[src/rtl/mips_pkg.sv]
// Shared constants for the MIPS core front end: immediate-extend opcodes,
// the bubble instruction word and the default reset PC.
package mips_pkg;

  localparam logic [5:0]  OP_ANDI          = 6'h0C;
  localparam logic [5:0]  OP_ORI           = 6'h0D;
  localparam logic [5:0]  OP_XORI          = 6'h0E;
  localparam logic [31:0] NOP_WORD         = 32'h0000_0000;
  localparam logic [31:0] DEFAULT_RESET_PC = 32'h0000_0000;

  // Logical-immediate ops zero-extend their immediate; everything else sign-extends.
  function automatic logic is_zero_ext_op(input logic [5:0] opcode);
    return (opcode == OP_ANDI) || (opcode == OP_ORI) || (opcode == OP_XORI);
  endfunction

endpackage

[src/rtl/pc_reg.sv]
// Program counter with next-PC selection: taken branch, then stall hold,
// then jump, then sequential PC+4.
module pc_reg
  import mips_pkg::*;
#(
  parameter logic [31:0] RESET_PC = DEFAULT_RESET_PC
) (
  input  logic        clk,
  input  logic        rst_n,
  input  logic        stall,
  input  logic        branch_taken,
  input  logic [31:0] branch_target,
  input  logic        jump,
  input  logic [31:0] jump_target,
  output logic [31:0] pc,
  output logic [31:0] pc4
);

  logic [31:0] pc_cur_reg;
  logic [31:0] pc_next;

  assign pc  = pc_cur_reg;
  assign pc4 = pc_cur_reg + 32'd4;

  // A resolved branch must redirect even under a stall, otherwise the wrong
  // path would keep fetching; a jump simply waits out the stall.
  always_comb begin
    pc_next = pc4;
    if (branch_taken) begin
      pc_next = branch_target;
    end else if (stall) begin
      pc_next = pc_cur_reg;
    end else if (jump) begin
      pc_next = jump_target;
    end
  end

  always_ff @(posedge clk or negedge rst_n) begin
    if (!rst_n) begin
      pc_cur_reg <= RESET_PC;
    end else begin
      pc_cur_reg <= pc_next;
    end
  end

endmodule

[src/rtl/if_id_stage.sv]
// Fetch stage and IF/ID pipeline register, including the registered
// zero/sign-extend decision handed to the ID-stage sign extender.
module if_id_stage
  import mips_pkg::*;
#(
  parameter logic [31:0] RESET_PC  = DEFAULT_RESET_PC,
  parameter logic [31:0] NOP_INSTR = NOP_WORD
) (
  input  logic        clk,
  input  logic        rst_n,
  output logic [31:0] imem_addr,
  input  logic [31:0] imem_rdata,
  input  logic        stall,
  input  logic        flush,
  input  logic        branch_taken,
  input  logic [31:0] branch_target,
  input  logic        jump,
  input  logic [31:0] jump_target,
  output logic [31:0] if_id_instr,
  output logic [31:0] if_id_pc4,
  output logic        if_id_valid,
  output logic [15:0] id_immed,
  output logic        id_extnd_decide,
  output logic [31:0] fetch_count
);

  logic [31:0] pc;
  logic [31:0] pc4;
  logic [31:0] instr_reg;
  logic [31:0] pc4_reg;
  logic        valid_reg;
  logic        extnd_reg;
  logic [31:0] count_reg;
  logic        load_bubble;
  logic        load_normal;

  pc_reg #(
    .RESET_PC(RESET_PC)
  ) u_pc_reg (
    .clk          (clk),
    .rst_n        (rst_n),
    .stall        (stall),
    .branch_taken (branch_taken),
    .branch_target(branch_target),
    .jump         (jump),
    .jump_target  (jump_target),
    .pc           (pc),
    .pc4          (pc4)
  );

  // Any redirect squashes the instruction fetched down the old path; flush wins over stall.
  assign load_bubble = flush | branch_taken | (jump & ~stall);
  assign load_normal = ~load_bubble & ~stall;

  always_ff @(posedge clk or negedge rst_n) begin
    if (!rst_n) begin
      instr_reg <= NOP_INSTR;
      pc4_reg   <= 32'd0;
      valid_reg <= 1'b0;
      extnd_reg <= 1'b0;
      count_reg <= 32'd0;
    end else if (load_bubble) begin
      instr_reg <= NOP_INSTR;
      pc4_reg   <= 32'd0;
      valid_reg <= 1'b0;
      extnd_reg <= 1'b0;
    end else if (load_normal) begin
      instr_reg <= imem_rdata;
      pc4_reg   <= pc4;
      valid_reg <= 1'b1;
      extnd_reg <= is_zero_ext_op(imem_rdata[31:26]);
      count_reg <= count_reg + 32'd1;
    end
  end

  assign imem_addr       = pc;
  assign if_id_instr     = instr_reg;
  assign if_id_pc4       = pc4_reg;
  assign if_id_valid     = valid_reg;
  assign id_immed        = instr_reg[15:0];
  assign id_extnd_decide = extnd_reg;
  assign fetch_count     = count_reg;

endmodule

[config.mk]
export PLATFORM = sky130hd
export DESIGN_NAME = if_id_stage
export DESIGN_NICKNAME = d
export VERILOG_FILES = /design/src/rtl/mips_pkg.sv /design/src/rtl/pc_reg.sv /design/src/rtl/if_id_stage.sv
export SDC_FILE = /design/constraint.sdc
export NUM_CORES = 1
export LEC_CHECK = 0
export ABC_AREA = 1
export BUFFER_PORTS_ARGS = -buffer_cell sky130_fd_sc_hd__buf_2
export CAP_MARGIN = 20
export CELL_PAD_IN_SITES_DETAIL_PLACEMENT = 0
export CELL_PAD_IN_SITES_GLOBAL_PLACEMENT = 2
export CORE_AREA = 4 4 165 167
export DETAILED_ROUTE_END_ITERATION = 12
export DIE_AREA = 0 0 169 171
export PLACE_DENSITY_LB_ADDON = 0.1
export SETUP_SLACK_MARGIN = 0.1
export SLEW_MARGIN = 20
export SYNTH_ARGS = -nofsm -noshare
export SYNTH_HDL_FRONTEND = slang
export SYNTH_HIERARCHICAL = 1
export SYNTH_SLANG_ARGS = --single-unit
[constraint.sdc]
create_clock -name clk -period 1.75 [get_ports clk]
set_input_delay 0.4375 -clock clk [delete_from_list [all_inputs] [get_ports clk]]
set_output_delay 0.4375 -clock clk [all_outputs]
set_load 0.01 [all_outputs]
==> results of run 1 <==
==> worst max path at each step <==
stage / endpoint / cells after the start
final: u_pc_reg/pc[12] / 9
after global routing: u_pc_reg/pc[11] / 9
after CTS: if_id_pc4[26] / 9
after detailed placement: u_pc_reg/pc[1] / 7
after global placement: u_pc_reg/pc[0] / 7
after floorplan: if_id_pc4[22] / 9
==> final cells by class <==
class	count	area [sq um]
fill	2722	16000
clock inverter	14	153
sequential	130	3260
multi-input combinational	595	3360
clock buffer	18	439
tap	335	419
timing repair buffer	319	1900
inverter	65	244
==> cells by family (layout without fill, tap and decap cells) <==
| kind of cell | Yosys count | in the layout | synth area share, % |
|---|---|---|---|
| simple gates | 435 | 435 | 27.4 |
| fa+ha+maj | 2 | 2 | 0.353 |
| flops | 130 | 130 | 45.9 |
| buf+inv | 124 | 416 | 7.81 |
| compound gates | 126 | 126 | 13.8 |
| xor+xnor | 32 | 32 | 4.69 |
==> cell usage in the layout, fill, tap and decap left out, drive strengths merged, types with 3 or more instances in the layout <==
cell type and instances:
a31oi 31, a32o 61, nand4 18, nand2 242, nand3b 10, dfrtp 130
nand3 45, o21ai 3, nor2 112, buf 318, xnor2 7, nor3 5
and2 3, inv 69, clkinv 4, clkinvlp 4, clkbuf 18, a21oi 29
xor2 25
==> timing repair <==
action | CTS | global route
gates resized for setup | 1 | 31
hold buffers | 1 | 0
hold endpoints to repair | 39 | 0
setup buffers | 0 | 9
pin swaps | 0 | 11
setup endpoints to repair | 2 | 36
==> synthesized netlist by cell type (all sizes together) (2+ instances only) <==
library cell / n / area (sq um)
nand3b: 10 / 75.1
nand4: 18 / 113
dfrtp: 130 / 3250
a21oi: 29 / 145
xor2: 25 / 272
nand2: 242 / 933
ha: 2 / 25.0
nor2: 112 / 522
xnor2: 7 / 61.3
clkbuf: 24 / 90.1
and2: 3 / 18.8
a31oi: 31 / 194
buf: 35 / 220
nor3: 5 / 47.5
o21ai: 3 / 15.0
inv: 64 / 240
a32o: 61 / 611
nand3: 45 / 238
==> power breakdown <==
| group | total (uW) | switching, uW | internal, uW |
|---|---|---|---|
| registers | 3380 | 195 | 3180 |
| logic | 1480 | 853 | 624 |
| clock network | 3670 | 1520 | 2160 |
| total | 8530 | 2570 | 5960 |
==> metal layers <==
layer	track usage (%)	vias to the layer above	wire length, um
li1	-	3401	-
met1	24.1	3366	11800
met2	31.1	209	13200
met3	3.88	26	1480
met4	4.31	0	407
met5	0	-	0
==> per-stage QoR <==
step	hold slack, ns	total power [uW]	area [sq um]	std cells
floorplan	0.142	4090	7090	849
global placement	0.421	4860	9030	1434
detailed placement	0.419	4860	9030	1434
CTS	0.210	8600	9630	1467
global route	0.208	8990	9780	1476
finish	0.230	8530	9780	1476
==> run_results.csv, run 1 <==
group,metric,value,unit
synthesis,ys_warn_count,6,
power,powerDensity,872,nW/um^2
detailed_routing,routed_wl,26.9,mm
run_status,status,"finished clean",
worst_hold_path,hp-class,"input port to register",
placement,numPortBuffers,247,
grt,grt-ovfl-total,0,
floorplanning,dieArea,28900,sq um
worst_setup_path,cp_top_family,"simple AND/OR/NAND/NOR gates",
timing,setup_viol,0,
worst_setup_path,cpPeakStageDelay,0.37,ns
worst_hold_path,min_to,"if_id_instr[15]",
detailed_routing,ant_nets,0,
cts,cts_made_buffers,17,
final_layout,antennaDiodeCount,0,
worst_setup_path,critical-path-top-cell-by-count,"nor2_4",
detailed_routing,drc,0,
timing,final.setup.worst_slack,0.152,ns
detailed_routing,dr_total_vias,7002,
grt,grt_antenna_before_repair,0,
grt,grt_pass1_vias,7216,
final_layout,area_growth,37.9,%
floorplanning,io_pins,248,
timing,fmax,0.626,GHz
floorplanning,dieHeight,171,um
synthesis,synth_area_per_cell,8.35,sq um
detailed_routing,drt-initial-drc-count,376,
worst_setup_path,r2r_slack,0.15,ns
timing,setup_tns,0,ns
cts,clock_sinks,130,
floorplanning,die_w,169,um
synthesis,yosysSeqAreaShare,45.9,%
cts,clk_pin_slew,0.07,ns
timing,post-route-min-period,1.60,ns
worst_setup_path,arrival,1.95,ns
synthesis,ys.flop_type,"dfrtp_1",
placement,dp_hpwl,20.5,mm
cts,cts_root_buffer,"clkbuf_16",
synthesis,synthArstFlopShare,100,%
cts,clkLatencyLatePin,0.42,ns
floorplanning,initial_utilization,27.5,%
worst_setup_path,path_buf_inv,1,
grt,grt_max_degree,44,
worst_setup_path,worstSetupEndpointType,"register",
final_layout,fin_util,38.0,%
worst_hold_path,min_delay_path_depth,2,
worst_hold_path,hold_start,"imem_rdata[15]",
flow_run,maxCapViolCount,0,
final_layout,num-nets-final,1232,
synthesis,synth_seq_cells,130,
worst_setup_path,cp_cell_sequence,"ha_2 -> nand2_2 -> nor2_4 -> nand2_4 -> nor2_4 -> buf_6 -> xor2_2 -> nand2_1 -> a21oi_2",
synthesis,synth_nets,953,
worst_setup_path,critPathKind,"register to register",
detailed_routing,via_per_inst,4.74,
power,leakage,0.00511,uW
timing,slew_viol_final,0,
placement,preCtsSetupSlack,0.0597,ns
timing,rsz0062_at_grt,"yes",
worst_setup_path,ff2ff_path_depth,9,
synthesis,synth_cell_types,32,
synthesis,syn_inst,849,
worst_setup_path,reg2reg_from,"u_pc_reg/pc[2]",
worst_setup_path,crit_fanout,4,
synthesis,synth-edff-count,0,
timing,finalClockSkew,0.0138,ns
worst_setup_path,startpoint,"u_pc_reg/pc[2]",
timing,period_share,91.3,%
timing,worstMarginPinSlew,0.480,ns
floorplanning,num_rows,59,
cts,cts_tree,"built",
placement,gp_congestion,0.778,
grt,grt_pass1_wl,41.4,mm
synthesis,syn_area,7090,sq um
detailed_routing,drt_first_pass_iters,5,
detailed_routing,avgRoutedWirePerCell,18.2,um
timing,hold_viol_final,0,
worst_setup_path,critPathLaunchType,"register",
cts,cts-htree-levels,4,
floorplanning,core_area,25800,sq um
worst_setup_path,rr_endpoint,"u_pc_reg/pc[12]",
grt,track_usage,18.3,%
worst_setup_path,slowest_stage,"dfrtp_1",
cts,cts_max_path_buffers,2,
worst_setup_path,cp_data_required_time,2.10,ns
power,ir_worst_vdd,0.000517,V
timing,relSlewSlack,68.0,%
final_layout,drive_above_1_share,36.4,%
Power figures use the tool's default switching activity.
==> run 2: changes to the inputs <==
==> constraint.sdc (replaced) <==
create_clock -name clk -period 1.75 [get_ports clk]
set_input_delay 0.2625 -clock clk [delete_from_list [all_inputs] [get_ports clk]]
set_output_delay 0.2625 -clock clk [all_outputs]
set_load 0.01 [all_outputs]
==> run_results.csv, run 2 (synthesized netlist as in run 1, its figures left out) <==
group,metric,value,unit
worst_setup_path,slowest_stage,"dfrtp_1",
final_layout,num-nets-final,1230,
power,p_int,5680,uW
timing,post-route-min-period,1.59,ns
floorplanning,dieHeight,171,um
cts,cts_max_path_buffers,2,
final_layout,fin_util,37.7,%
final_layout,drive_above_1_share,36.3,%
power,switchingPower,2680,uW
worst_setup_path,crit_fanout,4,
timing,slew_viol_final,0,
worst_setup_path,cpPeakStageDelay,0.42,ns
detailed_routing,via_per_inst,4.73,
final_layout,area_growth,37.0,%
worst_setup_path,arrival,1.89,ns
detailed_routing,drt-initial-drc-count,404,
timing,setup_tns,0,ns
power,seqPwrFrac,40.3,%
grt,track_usage,18.3,%
detailed_routing,drc,0,
timing,fmax,0.627,GHz
power,sw_frac_of_total,32.1,%
cts,cts_root_buffer,"clkbuf_16",
final_layout,fillerInstances,2775,
grt,grt_pass1_wl,41.4,mm
timing,relSlewSlack,61.6,%
final_layout,final_cells,1474,
power,leakage,0.00508,uW
final_layout,antennaDiodeCount,0,
floorplanning,num_rows,59,
power,p_comb_share,17.6,%
worst_setup_path,critPathLaunchType,"register",
power,p_clk_share,42.1,%
worst_setup_path,critPathKind,"register to register",
detailed_routing,drt_first_pass_iters,5,
detailed_routing,ant_nets,0,
timing,worstMarginPinSlew,0.576,ns
worst_setup_path,worstSetupEndpointType,"register",
cts,clkLatencyLatePin,0.42,ns
floorplanning,dieArea,28900,sq um
floorplanning,initial_utilization,27.5,%
worst_setup_path,reg2reg_from,"u_pc_reg/pc[3]",
grt,grt_max_degree,67,
placement,numPlacedInstances,1427,
grt,grt-ovfl-total,0,
detailed_routing,dr_total_vias,6966,
cts,cts_tree,"built",
timing,rsz0062_at_grt,"yes",
grt,grt_pass1_vias,7023,
floorplanning,die_w,169,um
detailed_routing,routed_wl,26.9,mm
worst_setup_path,cp_cell_sequence,"ha_4 -> nand2_4 -> nor2_4 -> nand2_4 -> nor2_4 -> nand2_1 -> nand2_1 -> nand2_1 -> a32o_1",
power,powerDensity,860,nW/um^2
floorplanning,core_area,25800,sq um
cts,cts-htree-levels,4,
cts,clock_sinks,130,
worst_setup_path,startpoint,"u_pc_reg/pc[3]",
worst_hold_path,hold_start,"imem_rdata[14]",
detailed_routing,avgRoutedWirePerCell,18.3,um
flow_run,maxCapViolCount,0,
timing,finalClockSkew,0.0107,ns
timing,period_share,91.1,%
placement,numPortBuffers,247,
floorplanning,io_pins,248,
run_status,status,"finished clean",
worst_setup_path,cp_data_required_time,2.05,ns
cts,clk_pin_slew,0.07,ns
worst_hold_path,hp-class,"input port to register",
power,ir_worst_vdd,0.000459,V
placement,gp_congestion,0.773,
cts,cts_made_buffers,17,
final_layout,layout_commonest_cell,"buf_2",
timing,setup_viol,0,
placement,dp_hpwl,19.9,mm
worst_setup_path,critical-path-top-cell-by-count,"nand2_1",
timing,hold_viol_final,0,
final_layout,layout_common_cells,"246 x buf_2, 231 x nand2_1, 121 x dfrtp_1",
grt,grt_antenna_before_repair,0,
-- run 2: worst max-delay path: cells and delay by family (launching register included) --
kind            cells  cell delay [ns]
compound gates      1             0.21
fa+ha+maj           1             0.18
flops               1             0.42
simple gates        7             0.66
-- run 2: final cells by class --
type	count	area (sq um)	share of cell area (%)
inverters	65	244	2.51
flip-flops and latches	130	3260	33.6
well taps	335	419	4.31
repair buffers	317	1860	19.1
multi-input cells	595	3370	34.6
clock inverters	15	141	1.45
clock buffers	17	425	4.38
-- run 2: metal layers --
| metal | vias to the layer above | global-route usage (%) | routed length (um) |
|---|---|---|---|
| met4 | 0 | 4.73 | 398 |
| met3 | 18 | 3.88 | 1610 |
| met2 | 207 | 30.9 | 13200 |
| met1 | 3337 | 24.1 | 11700 |
| met5 | - | 0 | 0 |
| li1 | 3404 | - | - |
-- run 2: path summary, 6_finish.rpt --
path                              endpoint  slack, ns  cells past startpoint
hold / removal             if_id_instr[14]       0.05                      2
hold reg to reg            if_id_instr[31]       0.51                      2
min in group asynchronous  fetch_count[16]       0.34                      2
setup / recovery             if_id_pc4[20]       0.16                      9
setup reg to reg             if_id_pc4[20]       0.16                      9
max in group asynchronous   u_pc_reg/pc[4]       0.81                      3
-- run 2: timing repair --
action / 4_1_cts / 5_1_grt
pin swaps: 0 / 18
hold endpoints to repair: 41 / 0
setup endpoints to repair: 6 / 38
buffers inserted: 1 / 13
gates resized for setup: 2 / 30
hold buffers: 1 / 0
-- run 2: stage by stage --
stage / area, sq um / hold WS (ns) / worst slack, ns / power, uW
floorplan: 7090 / -0.0331 / 0.151 / 4090
global placement: 8950 / 0.245 / 0.101 / 4850
detailed placement: 8950 / 0.240 / 0.0701 / 4850
CTS: 9540 / 0.0322 / 0.104 / 8430
global route: 9720 / 0.0297 / 0.0527 / 8790
finish: 9720 / 0.0516 / 0.156 / 8350
-- run 2: power by group through the flow --
stage          clock, uW  sequential [uW]  combinational [uW]
6_report            3510             3370                1470
5_1_grt             3750             3400                1640
4_1_cts             3620             3370                1440
3_5_place_dp           0             3420                1430
3_3_place_gp           0             3430                1420
2_1_floorplan          0             3500                 590
